`config.mk`:
```
export PLATFORM = sky130hd
export DESIGN_NAME = piso_serializer_flat
export DESIGN_NICKNAME = d
export VERILOG_FILES = /design/src/rtl/piso_serializer_if.sv /design/src/rtl/piso_serializer.sv /design/src/flat_wrapper.sv
export SDC_FILE = /design/constraint.sdc
export NUM_CORES = 1
export LEC_CHECK = 0
export BUFFER_PORTS_ARGS = -buffer_cell sky130_fd_sc_hd__buf_2
export CAP_MARGIN = 20
export CORE_AREA = 2 2 39 41
export CTS_CLUSTER_DIAMETER = 80
export DETAILED_ROUTE_END_ITERATION = 6
export DIE_AREA = 0 0 41 43
export GPL_ROUTABILITY_DRIVEN = 0
export PLACE_DENSITY = 0.54
export SYNTH_ARGS = -nofsm -noshare
export SYNTH_HDL_FRONTEND = slang
export SYNTH_SLANG_ARGS = --single-unit
export TNS_END_PERCENT = 10
```
`constraint.sdc`:
```
create_clock -name clk -period 1.4 [get_ports clk]
set_input_delay 0.28 -clock clk [delete_from_list [all_inputs] [get_ports clk]]
set_output_delay 0.28 -clock clk [all_outputs]
set_load 0.01 [all_outputs]
```
`src/rtl/piso_serializer_if.sv`:
```
// Parallel-load handshake plus serial output bundle for the PISO serializer.
// slave = serializer side, master = upstream producer / stream consumer side.
interface piso_serializer_if #(
    parameter int WIDTH = 4
);
    logic             load_valid;
    logic             load_ready;
    logic [WIDTH-1:0] parallel_in;
    logic             serial_out;
    logic             serial_valid;
    logic             done;

    modport slave (
        input  load_valid, parallel_in,
        output load_ready, serial_out, serial_valid, done
    );

    modport master (
        output load_valid, parallel_in,
        input  load_ready, serial_out, serial_valid, done
    );
endinterface

```
`src/rtl/piso_serializer.sv`:
```
// Parallel-in serial-out serializer: one word per WIDTH cycles, gapless when the
// next word is accepted on the last-bit edge.
module piso_serializer #(
    parameter int WIDTH      = 4,
    parameter bit MSB_FIRST  = 1'b1,
    parameter bit IDLE_LEVEL = 1'b0
) (
    input  logic               clk,
    input  logic               reset,
    piso_serializer_if.slave   bus
);
    localparam int CW = (WIDTH > 1) ? $clog2(WIDTH) : 1;
    localparam logic [CW-1:0] LAST = CW'(WIDTH - 1);

    typedef enum logic {IDLE, SHIFT} state_e;

    state_e           state_q, state_d;
    logic [CW-1:0]    cnt_q, cnt_d;
    logic [WIDTH-1:0] sreg_q, sreg_d;
    logic             serial_out_q, serial_out_d;
    logic             serial_valid_q, serial_valid_d;
    logic             load_ready;
    logic             accept;

    always_ff @(posedge clk) begin
        if (reset) begin
            state_q        <= IDLE;
            cnt_q          <= '0;
            sreg_q         <= '0;
            serial_out_q   <= IDLE_LEVEL;
            serial_valid_q <= 1'b0;
        end else begin
            state_q        <= state_d;
            cnt_q          <= cnt_d;
            sreg_q         <= sreg_d;
            serial_out_q   <= serial_out_d;
            serial_valid_q <= serial_valid_d;
        end
    end

    // Ready also in the last-bit cycle so a waiting word follows with no gap.
    always_comb begin
        load_ready = !reset && ((state_q == IDLE) || (cnt_q == LAST));
        accept     = bus.load_valid && load_ready;
        state_d    = state_q;
        cnt_d      = cnt_q;
        sreg_d     = sreg_q;

        if (accept) begin
            state_d = SHIFT;
            cnt_d   = '0;
            sreg_d  = bus.parallel_in;
        end else if (state_q == SHIFT) begin
            if (cnt_q == LAST) begin
                state_d = IDLE;
                cnt_d   = '0;
            end else begin
                cnt_d = cnt_q + 1'b1;
                if (MSB_FIRST) sreg_d = {sreg_q[WIDTH-2:0], 1'b0};
                else           sreg_d = {1'b0, sreg_q[WIDTH-1:1]};
            end
        end

        serial_valid_d = (state_d == SHIFT);
        if (state_d != SHIFT)  serial_out_d = IDLE_LEVEL;
        else if (MSB_FIRST)    serial_out_d = sreg_d[WIDTH-1];
        else                   serial_out_d = sreg_d[0];
    end

    assign bus.load_ready   = load_ready;
    assign bus.serial_out   = serial_out_q;
    assign bus.serial_valid = serial_valid_q;
    assign bus.done         = (state_q == SHIFT) && (cnt_q == LAST);
endmodule

```
`src/flat_wrapper.sv`:
```
// flat-port wrapper written by rule: the top's interface ports become plain ports
module piso_serializer_flat 
#(
    parameter int WIDTH      = 4,
    parameter bit MSB_FIRST  = 1'b1,
    parameter bit IDLE_LEVEL = 1'b0
)
  (clk, reset, bus_load_valid, bus_parallel_in, bus_load_ready, bus_serial_out, bus_serial_valid, bus_done);
  piso_serializer_if #(.WIDTH(WIDTH)) bus_i ();
  input  logic clk;
  input  logic reset;
  input wire logic [$bits(bus_i.load_valid)-1:0] bus_load_valid;
  input wire logic [$bits(bus_i.parallel_in)-1:0] bus_parallel_in;
  output wire logic [$bits(bus_i.load_ready)-1:0] bus_load_ready;
  output wire logic [$bits(bus_i.serial_out)-1:0] bus_serial_out;
  output wire logic [$bits(bus_i.serial_valid)-1:0] bus_serial_valid;
  output wire logic [$bits(bus_i.done)-1:0] bus_done;
  assign bus_i.load_valid = bus_load_valid;
  assign bus_i.parallel_in = bus_parallel_in;
  assign bus_load_ready = bus_i.load_ready;
  assign bus_serial_out = bus_i.serial_out;
  assign bus_serial_valid = bus_i.serial_valid;
  assign bus_done = bus_i.done;
  piso_serializer #(.WIDTH(WIDTH), .MSB_FIRST(MSB_FIRST), .IDLE_LEVEL(IDLE_LEVEL)) u_core (.clk(clk), .reset(reset), .bus(bus_i));
endmodule
```
==> qor.txt, run 1 <==
slowest CP cell = dfxtp_2
antenna violations before repair = 0
GRT overflow = 0
final setup vio count = 2
first-pass GRT wire length = 1.02 mm
Final period util = 1.02
TritonCTS clock tree = done
Core ar. = 1380 um^2
R2R Path End = u_core.sreg_q[1]
Crit. End Element = primary output
Routed WL per cell = 9.80 um
Final WS setup = -0.0257 ns
VDD IR max = 0.427 mV
overall global routing resource usage = 0.0905
power per cell area = 1070 nW/um^2
Routed met3 length = 48 um
Post-Route WL = 637 um
top post-synthesis cells by area = dfxtp_1, mux2i_1, nor2_1
failing checks = setup timing
layout cells sized above 1 = 0.449
H-tree depth = 1
WHS Endpoint = u_core.cnt_q[1]
Mapped Area = 313 um^2
Worst R2R Setup Slack = 0.27 ns
Setup Crit Path Kind = reg2out
via/cell ratio = 4.22
Clock Latency Late Sink = 0.25 ns
most frequent cells in the layout = buf_2, nor2_1, dfxtp_1
RSZ-0062 raised after global routing = yes
final hold viol count = 0
post-route ant nets = 0
sequential share of the synthesized area = 0.448
DIE HEIGHT = 43 um
clk buf depth = 2
vias in the first global route = 253
total CTS buffers = 3
row cnt = 14
Reg area = 143 um^2
Multi-input gate area = 173 um^2
Synth area leader = dfxtp_1
Critical Path RT = 1.12 ns
setup tns final = -0.0401 ns
Yosys cell types = 16
CP arrival = 1.15 ns
drt drc = 0
Layout Utilization = 0.314
first drt pass iteration count = 2
CTS Hold Buffers Added = 0
Hold Path Depth = 2
status = complete, but fails checks
MaxCap Viol Count = 0
fillers = 157
Min-Delay Startpoint = reset
Synth Area per Inst = 9.20 um^2
die area = 1760 um^2
CP Max Fanout = 2
worst clock skew = 0.00417 ns
Clock Sinks = 7
area added between synthesis and finish = 38.8%
yosys warns = 0
fin area = 434 um^2
met1 wire length = 288 um
met2 WL = 300 um
Buf/Inv on CP = 1
CTS clk-pin slew, worst paths = 0.05 ns
Pins Over Slew Limit = 0
HP Class = in2reg
Die Wd = 41 um
Worst Reg-to-Reg Cells = 4
Syn Nets = 42
Yosys reg bits = 7
DPL Wire Length = 444 um
fin nets = 58
Synth top area share = 0.448
most common cell after layout, fill and taps aside = buf_2
largest net degree at the start of global routing = 9
Starting DRT DRC Count = 1
Reg-to-Reg Start = u_core.cnt_q[0]
Worst path max stage delay = 0.35 ns
vias = 274
I/O Pins = 11
Worst slew margin = 0.846
Area after DPL = 368 um^2
Fmax = 0.701 GHz
Port Buf Inserts = 10
diodes inserted = 0
Starting Density = 0.226
Static Leak = 0.197 nW
crit path time final = 1.43 ns
clk root buf = clkbuf_4
Slew @ Worst Pin = 0.231 ns
CP Cell Sequence = ha_4, and2b_2, nor2_2, buf_2
Top Family by Delay on Critical Path = flip-flops
post-synthesis cell count = 34
type of origin of the critical path = flop
top layer in use = met3
## sequential cells by signal (all words and copies together) (netlist names)
name	count
u_core.cnt_q	2
u_core.sreg_q	3
u_core.bus.serial_out	1
u_core.bus.serial_valid	1
## area by class of cell
cell class                 count  area share
multi-input combinational     25       0.398
timing repair buffer          13       0.167
clock buffer                   4      0.0605
sequential                     7       0.329
tap                           16      0.0461
## cells in the mapped netlist
cell      n
nor2_1    8
dfxtp_1   7
mux2i_1   4
a211oi_1  2
nand2_1   2
a21oi_1   1
a31oi_1   1
and2_1    1
and2b_2   1
buf_1     1
buf_6     1
ha_1      1
nand2b_2  1
nand3_1   1
nor3_1    1
nor3b_1   1
## where the power goes
| group | switching, mW | internal, mW | leakage, nW |
|---|---|---|---|
| combinational | 0.0306 | 0.0330 | 0.124 |
| sequential | 0.00987 | 0.213 | 0.0586 |
| clock | 0.0705 | 0.109 | 0.0150 |
| total | 0.111 | 0.355 | 0.197 |
## how the worst max path moves through the flow
stage	startpoint	end	slack, ns	cells past startpoint
final	u_core.cnt_q[0]	bus_load_ready	-0.03	4
after global routing	u_core.cnt_q[1]	bus_load_ready	-0.09	4
after CTS	u_core.cnt_q[1]	bus_load_ready	-0.09	4
after detailed placement	u_core.cnt_q[0]	bus_load_ready	0.07	4
after global placement	u_core.cnt_q[0]	bus_load_ready	0.09	4
after floorplan	u_core.cnt_q[0]	bus_load_ready	0.21	3
## logic make-up after synthesis
family	Yosys count	share of synthesized area
buffers and inverters	2	0.0480
adders and majority gates	1	0.0400
muxes	4	0.128
AOI/OAI and AO/OA	4	0.0840
and+or+nand+nor	16	0.252
DFF	7	0.448
## worst register-to-register path: cells and delay by family (launching register included)
| family | cells | cell delay (ns) |
|---|---|---|
| flip-flops | 1 | 0.33 |
| AND/OR/NAND/NOR | 1 | 0.21 |
| AO/OA/AOI/OAI | 1 | 0.21 |
| adder cells (fa/ha/maj) | 1 | 0.16 |
| buffers and inverters | 1 | 0.13 |
## stage by stage
stage               hold slack [ns]  cells  power [mW]  setup slack (ns)
floorplan                     0.431     34       0.264             0.207
finish                        0.302     65       0.466           -0.0257
global route                  0.296     65       0.495           -0.0934
detailed placement            0.452     58       0.282            0.0667
global placement              0.460     58       0.281            0.0906
CTS                           0.283     65       0.478           -0.0876
## per-layer routing
layer / track usage / vias up
li1: - / 148
met1: 0.0935 / 119
met2: 0.125 / 7
met3: 0.0942 / 0
met4: 0.0200 / 0
met5: 0 / -
## repair_timing
action                     CTS  global route
setup endpoints to repair    1             2
hold endpoints to repair     0             0
setup buffers                3             0
gates cloned                 0             0
pin swaps                    2             1
resized for setup            4             1
Note: power is estimated with default switching activity, not from simulation.
==> run 2: changes to the inputs <==
--- a/config.mk
+++ b/config.mk
@@ -5,14 +5,14 @@
 export SDC_FILE = /design/constraint.sdc
 export NUM_CORES = 1
 export LEC_CHECK = 0
-export BUFFER_PORTS_ARGS = -buffer_cell sky130_fd_sc_hd__buf_2
 export CAP_MARGIN = 20
 export CORE_AREA = 2 2 39 41
 export CTS_CLUSTER_DIAMETER = 80
 export DETAILED_ROUTE_END_ITERATION = 6
 export DIE_AREA = 0 0 41 43
+export DONT_BUFFER_PORTS = 1
 export GPL_ROUTABILITY_DRIVEN = 0
-export PLACE_DENSITY = 0.54
+export PLACE_DENSITY = 0.47
 export SYNTH_ARGS = -nofsm -noshare
 export SYNTH_HDL_FRONTEND = slang
 export SYNTH_SLANG_ARGS = --single-unit
==> constraint.sdc (replaced) <==
create_clock -name clk -period 1.4 [get_ports clk]
set_input_delay 0.28 -clock clk [delete_from_list [all_inputs] [get_ports clk]]
set_output_delay 0.28 -clock clk [all_outputs]
set_load 0.1 [all_outputs]
==> run 2 against run 1 <==
  * The flow still finishes with violations (setup timing)
  * Clock skew shrank 0.0039 ns
  * Via count decreased by 2.9%
  * Cell area rose by 3.7%
  * Combinational power up 60%
  * Register-to-register slack got worse by 0.03 ns
  * Clock power about the same
  * Count of clock-buffer cells in the layout stayed put
  * Critical endpoint unchanged
==> qor.txt, run 2 (same netlist as run 1, synthesis figures left out) <==
status = complete, but fails checks
failing checks = setup timing
Clock Sinks = 7
CTS Hold Buffers Added = 0
Starting Density = 0.226
Comb pwr share = 0.201
clk root buf = clkbuf_4
Die Wd = 41 um
TritonCTS clock tree = done
vias in the first global route = 293
MaxCap Viol Count = 0
drt drc = 0
GRT overflow = 0
Fmax = 0.654 GHz
CP Max Fanout = 3
Largest Register = u_core.sreg_q
VDD IR max = 0.528 mV
H-tree depth = 1
Internal = 0.359 mW
antenna violations before repair = 0
HP Class = in2reg
Net Sw Power = 0.146 mW
worst clock skew = 0.000270 ns
final setup vio count = 2
Clock Power Share = 0.357
fin nets = 52
Core ar. = 1380 um^2
Largest regs = u_core.sreg_q (3), u_core.cnt_q (2)
first drt pass iteration count = 1
die area = 1760 um^2
vias = 266
total CTS buffers = 3
largest net degree at the start of global routing = 9
Setup Crit Path Kind = reg2out
clk buf depth = 2
Routed WL per cell = 10.9 um
post-route ant nets = 0
crit path time final = 1.53 ns
power per cell area = 1120 nW/um^2
switching share of total power = 0.289
Clock Latency Late Sink = 0.25 ns
Crit. End Element = primary output
Slew @ Worst Pin = 0.281 ns
Port Buf Inserts = 0
area added between synthesis and finish = 44.0%
DIE HEIGHT = 43 um
layout cells sized above 1 = 0.419
diodes inserted = 0
most common cell after layout, fill and taps aside = nor2_1
Post-Route WL = 642 um
Pwr Total = 0.505 mW
final hold viol count = 0
via/cell ratio = 4.51
overall global routing resource usage = 0.0997
Worst slew margin = 0.814
CTS clk-pin slew, worst paths = 0.05 ns
WHS = 0.0872 ns
Layout Utilization = 0.325
Pins Over Slew Limit = 0
row cnt = 14
max reg flops = 3
Critical Path RT = 1.12 ns
Sequential Power Share = 0.442
first-pass GRT wire length = 1.12 mm
RSZ-0062 raised after global routing = yes
Final WS setup = -0.128 ns
I/O Pins = 11
Final period util = 1.09
type of origin of the critical path = flop
CP arrival = 1.25 ns
Starting DRT DRC Count = 0
most frequent cells in the layout = nor2_1, buf_4, mux2i_1, dfxtp_1, clkbuf_4
Static Leak = 0.184 nW
## run 2: cell count changes in the layout (fill, tap and decap cells not counted), sizes merged
cell and change:
buf -6
## run 2: repair_timing
action	in CTS	in global routing
resized for setup	0	1
setup buffers	3	0
pin swaps	2	0
setup endpoints to repair	2	2
## run 2: area by class of cell
| type | count | area (um^2) |
|---|---|---|
| clock buffer | 4 | 26.3 |
| fill | 145 | 933 |
| timing repair buffer | 7 | 77.6 |
| multi-input combinational | 25 | 180 |
| sequential | 7 | 146 |
| tap | 16 | 20.0 |
## run 2: routing by layer
metal,GRT usage,share of wire,vias to the layer above
li1,-,-,132
met1,0.0942,0.39,120
met2,0.159,0.52,9
met3,0.0209,0.034,5
met4,0.100,0.053,0
met5,0,0,-
## run 2: final timing paths
path,start,endpoint,slack [ns],cells past startpoint
min,reset,u_core.bus.serial_valid,0.09,1
max,u_core.cnt_q[0],bus_load_ready,-0.13,4
max reg2reg,u_core.cnt_q[0],u_core.cnt_q[0],0.24,5
min reg2reg,u_core.sreg_q[2],u_core.bus.serial_out,0.46,2
## run 2: power groups by stage
| stage | clock, mW | combinational, mW | sequential (mW) |
|---|---|---|---|
| after floorplan | 0 | 0.0567 | 0.252 |
| after global placement | 0 | 0.0942 | 0.227 |
| after detailed placement | 0 | 0.0956 | 0.227 |
| after CTS | 0.188 | 0.103 | 0.223 |
| after global routing | 0.194 | 0.109 | 0.224 |
| final | 0.180 | 0.102 | 0.223 |
## run 2: worst max-delay path, cell delays in order (launching register included)
cell	delay, ns
dfxtp_2	0.35
ha_4	0.14
and2b_2	0.24
nor2_4	0.10
buf_12	0.18
## run 2: through the flow
| step | setup TNS [ns] | area (um^2) | setup WS [ns] | std cells |
|---|---|---|---|---|
| after floorplan | -0.0996 | 340 | -0.0996 | 34 |
| after global placement | 0 | 400 | 0.0922 | 52 |
| after detailed placement | 0 | 400 | 0.0687 | 52 |
| after CTS | -0.258 | 449 | -0.143 | 59 |
| after global routing | -0.265 | 450 | -0.182 | 59 |
| final | -0.180 | 450 | -0.128 | 59 |
==> run 3: changes to the inputs <==
--- a/config.mk
+++ b/config.mk
@@ -5,6 +5,7 @@
 export SDC_FILE = /design/constraint.sdc
 export NUM_CORES = 1
 export LEC_CHECK = 0
+export ABC_AREA = 1
 export CAP_MARGIN = 20
 export CORE_AREA = 2 2 39 41
 export CTS_CLUSTER_DIAMETER = 80
@@ -12,7 +13,7 @@
 export DIE_AREA = 0 0 41 43
 export DONT_BUFFER_PORTS = 1
 export GPL_ROUTABILITY_DRIVEN = 0
-export PLACE_DENSITY = 0.47
+export PLACE_DENSITY = 0.52
 export SYNTH_ARGS = -nofsm -noshare
 export SYNTH_HDL_FRONTEND = slang
 export SYNTH_SLANG_ARGS = --single-unit
==> run 3 against run 2 <==
  * The flow still finishes with violations (setup timing)
  * Power increased by 7.6%
  * Register-to-register slack improved by 0.05 ns
  * Area after synthesis increased by 23%
  * Worst setup slack improved by 0.12 ns
  * Clock skew increased by 0.0019 ns
  * Sequential cell count increased by 1
==> qor.txt, run 3 <==
status = complete, but fails checks
failing checks = setup timing
GRT overflow = 0
H-tree depth = 1
HP Class = in2reg
fraction of registers with async set/reset = 0
Synth area leader = dfxtp_1
WHS = 0.0928 ns
Routed WL per cell = 9.24 um
die area = 1760 um^2
Mapped Area = 385 um^2
Setup Crit Path Kind = reg2out
grt met2 use = 0.153
Yosys reg bits = 8
Net Sw Power = 0.160 mW
post-route ant nets = 0
power per cell area = 1030 nW/um^2
vias = 338
DPL Wire Length = 569 um
Die Wd = 41 um
RSZ-0062 raised after global routing = yes
Clock Power Share = 0.344
clk buf depth = 2
routing usage on met1 = 0.151
pre-CTS WS = 0.174 ns
Syn Nets = 61
Clock Sinks = 8
type of origin of the critical path = flop
sequential share of the synthesized area = 0.416
Worst slew margin = 0.817
Starting DRT DRC Count = 2
DIE HEIGHT = 43 um
Comb pwr share = 0.198
Crit. End Element = primary output
clk root buf = clkbuf_4
Starting Density = 0.278
synth cell count leaders = nand2_1, dfxtp_1, nor2_1
Pwr Total = 0.543 mW
via/cell ratio = 4.33
Synth top area share = 0.416
Synth Area per Inst = 7.27 um^2
yosys warns = 0
area added between synthesis and finish = 37.3%
diodes inserted = 0
most frequent cell after synthesis = nand2_1
Pins Over Slew Limit = 0
Clock Latency Late Sink = 0.25 ns
Port Buf Inserts = 0
TritonCTS clock tree = done
Final period util = 1.00
overall global routing resource usage = 0.115
Sequential Power Share = 0.458
setup tns final = -0.00972 ns
VDD IR max = 0.589 mV
final hold viol count = 0
Final WS setup = -0.00630 ns
GRT busiest layer = met2
grt met3 use = 0.0366
top post-synthesis cells by area = dfxtp_1, nand2_1, nor2_1
CTS Hold Buffers Added = 0
Largest regs = u_core.sreg_q (4), u_core.cnt_q (2)
vias in the first global route = 353
final setup vio count = 2
Yosys cell types = 15
post-synthesis cell count = 53
fin nets = 71
first-pass GRT wire length = 1.36 mm
Core ar. = 1380 um^2
Internal = 0.384 mW
CP Max Fanout = 3
I/O Pins = 11
CP arrival = 1.13 ns
max reg flops = 4
largest net degree at the start of global routing = 8
Critical Path RT = 1.12 ns
Slew @ Worst Pin = 0.278 ns
first drt pass iteration count = 4
drt drc = 0
row cnt = 14
crit path time final = 1.41 ns
switching share of total power = 0.294
Primary FF master, synth = dfxtp_1
Static Leak = 0.216 nW
most frequent cells in the layout = nand2_1, nor2_1, a21oi_1, dfxtp_1, inv_1
Post-Route WL = 721 um
worst clock skew = 0.00221 ns
most common cell after layout, fill and taps aside = nand2_1
MaxCap Viol Count = 0
Largest Register = u_core.sreg_q
Post-synth EDFFs = 0
antenna violations before repair = 0
Fmax = 0.711 GHz
total CTS buffers = 3
CTS clk-pin slew, worst paths = 0.06 ns
layout cells sized above 1 = 0.387
fillers = 149
## run 3: stage by stage
| stage | utilization | area, um^2 | instances |
|---|---|---|---|
| after global placement | 0.356 | 493 | 73 |
| after floorplan | - | 418 | 53 |
| after detailed placement | 0.356 | 493 | 73 |
| after CTS | 0.382 | 529 | 78 |
| final | 0.382 | 529 | 78 |
| after global routing | 0.382 | 529 | 78 |
## run 3: cells by family (layout without fill, tap and decap cells)
| group | Yosys count | count (layout) | synth area share |
|---|---|---|---|
| and+or+nand+nor | 30 | 30 | 0.396 |
| DFF | 8 | 8 | 0.416 |
| buffers and inverters | 8 | 17 | 0.0779 |
| AOI/OAI and AO/OA | 6 | 6 | 0.0779 |
| adders and majority gates | 1 | 1 | 0.0325 |
## run 3: routing by layer
| layer | share of wire | vias to the layer above |
|---|---|---|
| met5 | 0 | - |
| met2 | 0.48 | 9 |
| li1 | - | 184 |
| met3 | 0.062 | 2 |
| met1 | 0.44 | 143 |
| met4 | 0.0083 | 0 |
## run 3: final timing paths
check,from,endpoint,slack (ns),cells past startpoint
worst max-delay path,u_core.cnt_q[0],bus_done,-0.006,4
worst min-delay path,reset,u_core.sreg_q[0],0.09,1
worst min register to register,u_core.cnt_q[1],u_core.cnt_q[1],0.48,2
worst max register to register,u_core.cnt_q[0],u_core.sreg_q[3],0.29,7
## run 3: power groups by stage
stage | combinational, mW | clock, mW | sequential [mW]
6_report | 0.108 | 0.187 | 0.249
5_1_grt | 0.118 | 0.214 | 0.250
4_1_cts | 0.108 | 0.197 | 0.250
3_5_place_dp | 0.104 | 0 | 0.254
3_3_place_gp | 0.104 | 0 | 0.254
2_1_floorplan | 0.0613 | 0 | 0.273
## run 3: final cells by class
| cell class | count | area (um^2) | share of cell area |
|---|---|---|---|
| Multi-Input combinational cell | 37 | 218 | 0.411 |
| Inverter | 8 | 36.3 | 0.0686 |
| Clock buffer | 4 | 26.3 | 0.0496 |
| Tap cell | 16 | 20.0 | 0.0378 |
| Sequential cell | 8 | 166 | 0.314 |
| Timing Repair Buffer | 5 | 62.6 | 0.118 |
## run 3: critical path: stages (launching register included)
cell and delay (ns):
dfxtp_2 0.33, ha_4 0.17, nand2_1 0.10, clkinvlp_4 0.10, buf_12 0.17
## run 3: repair_timing
action,in CTS,in global routing
pin swaps,2,0
gates resized for setup,2,0
setup buffers,1,0
setup endpoints to repair,2,2
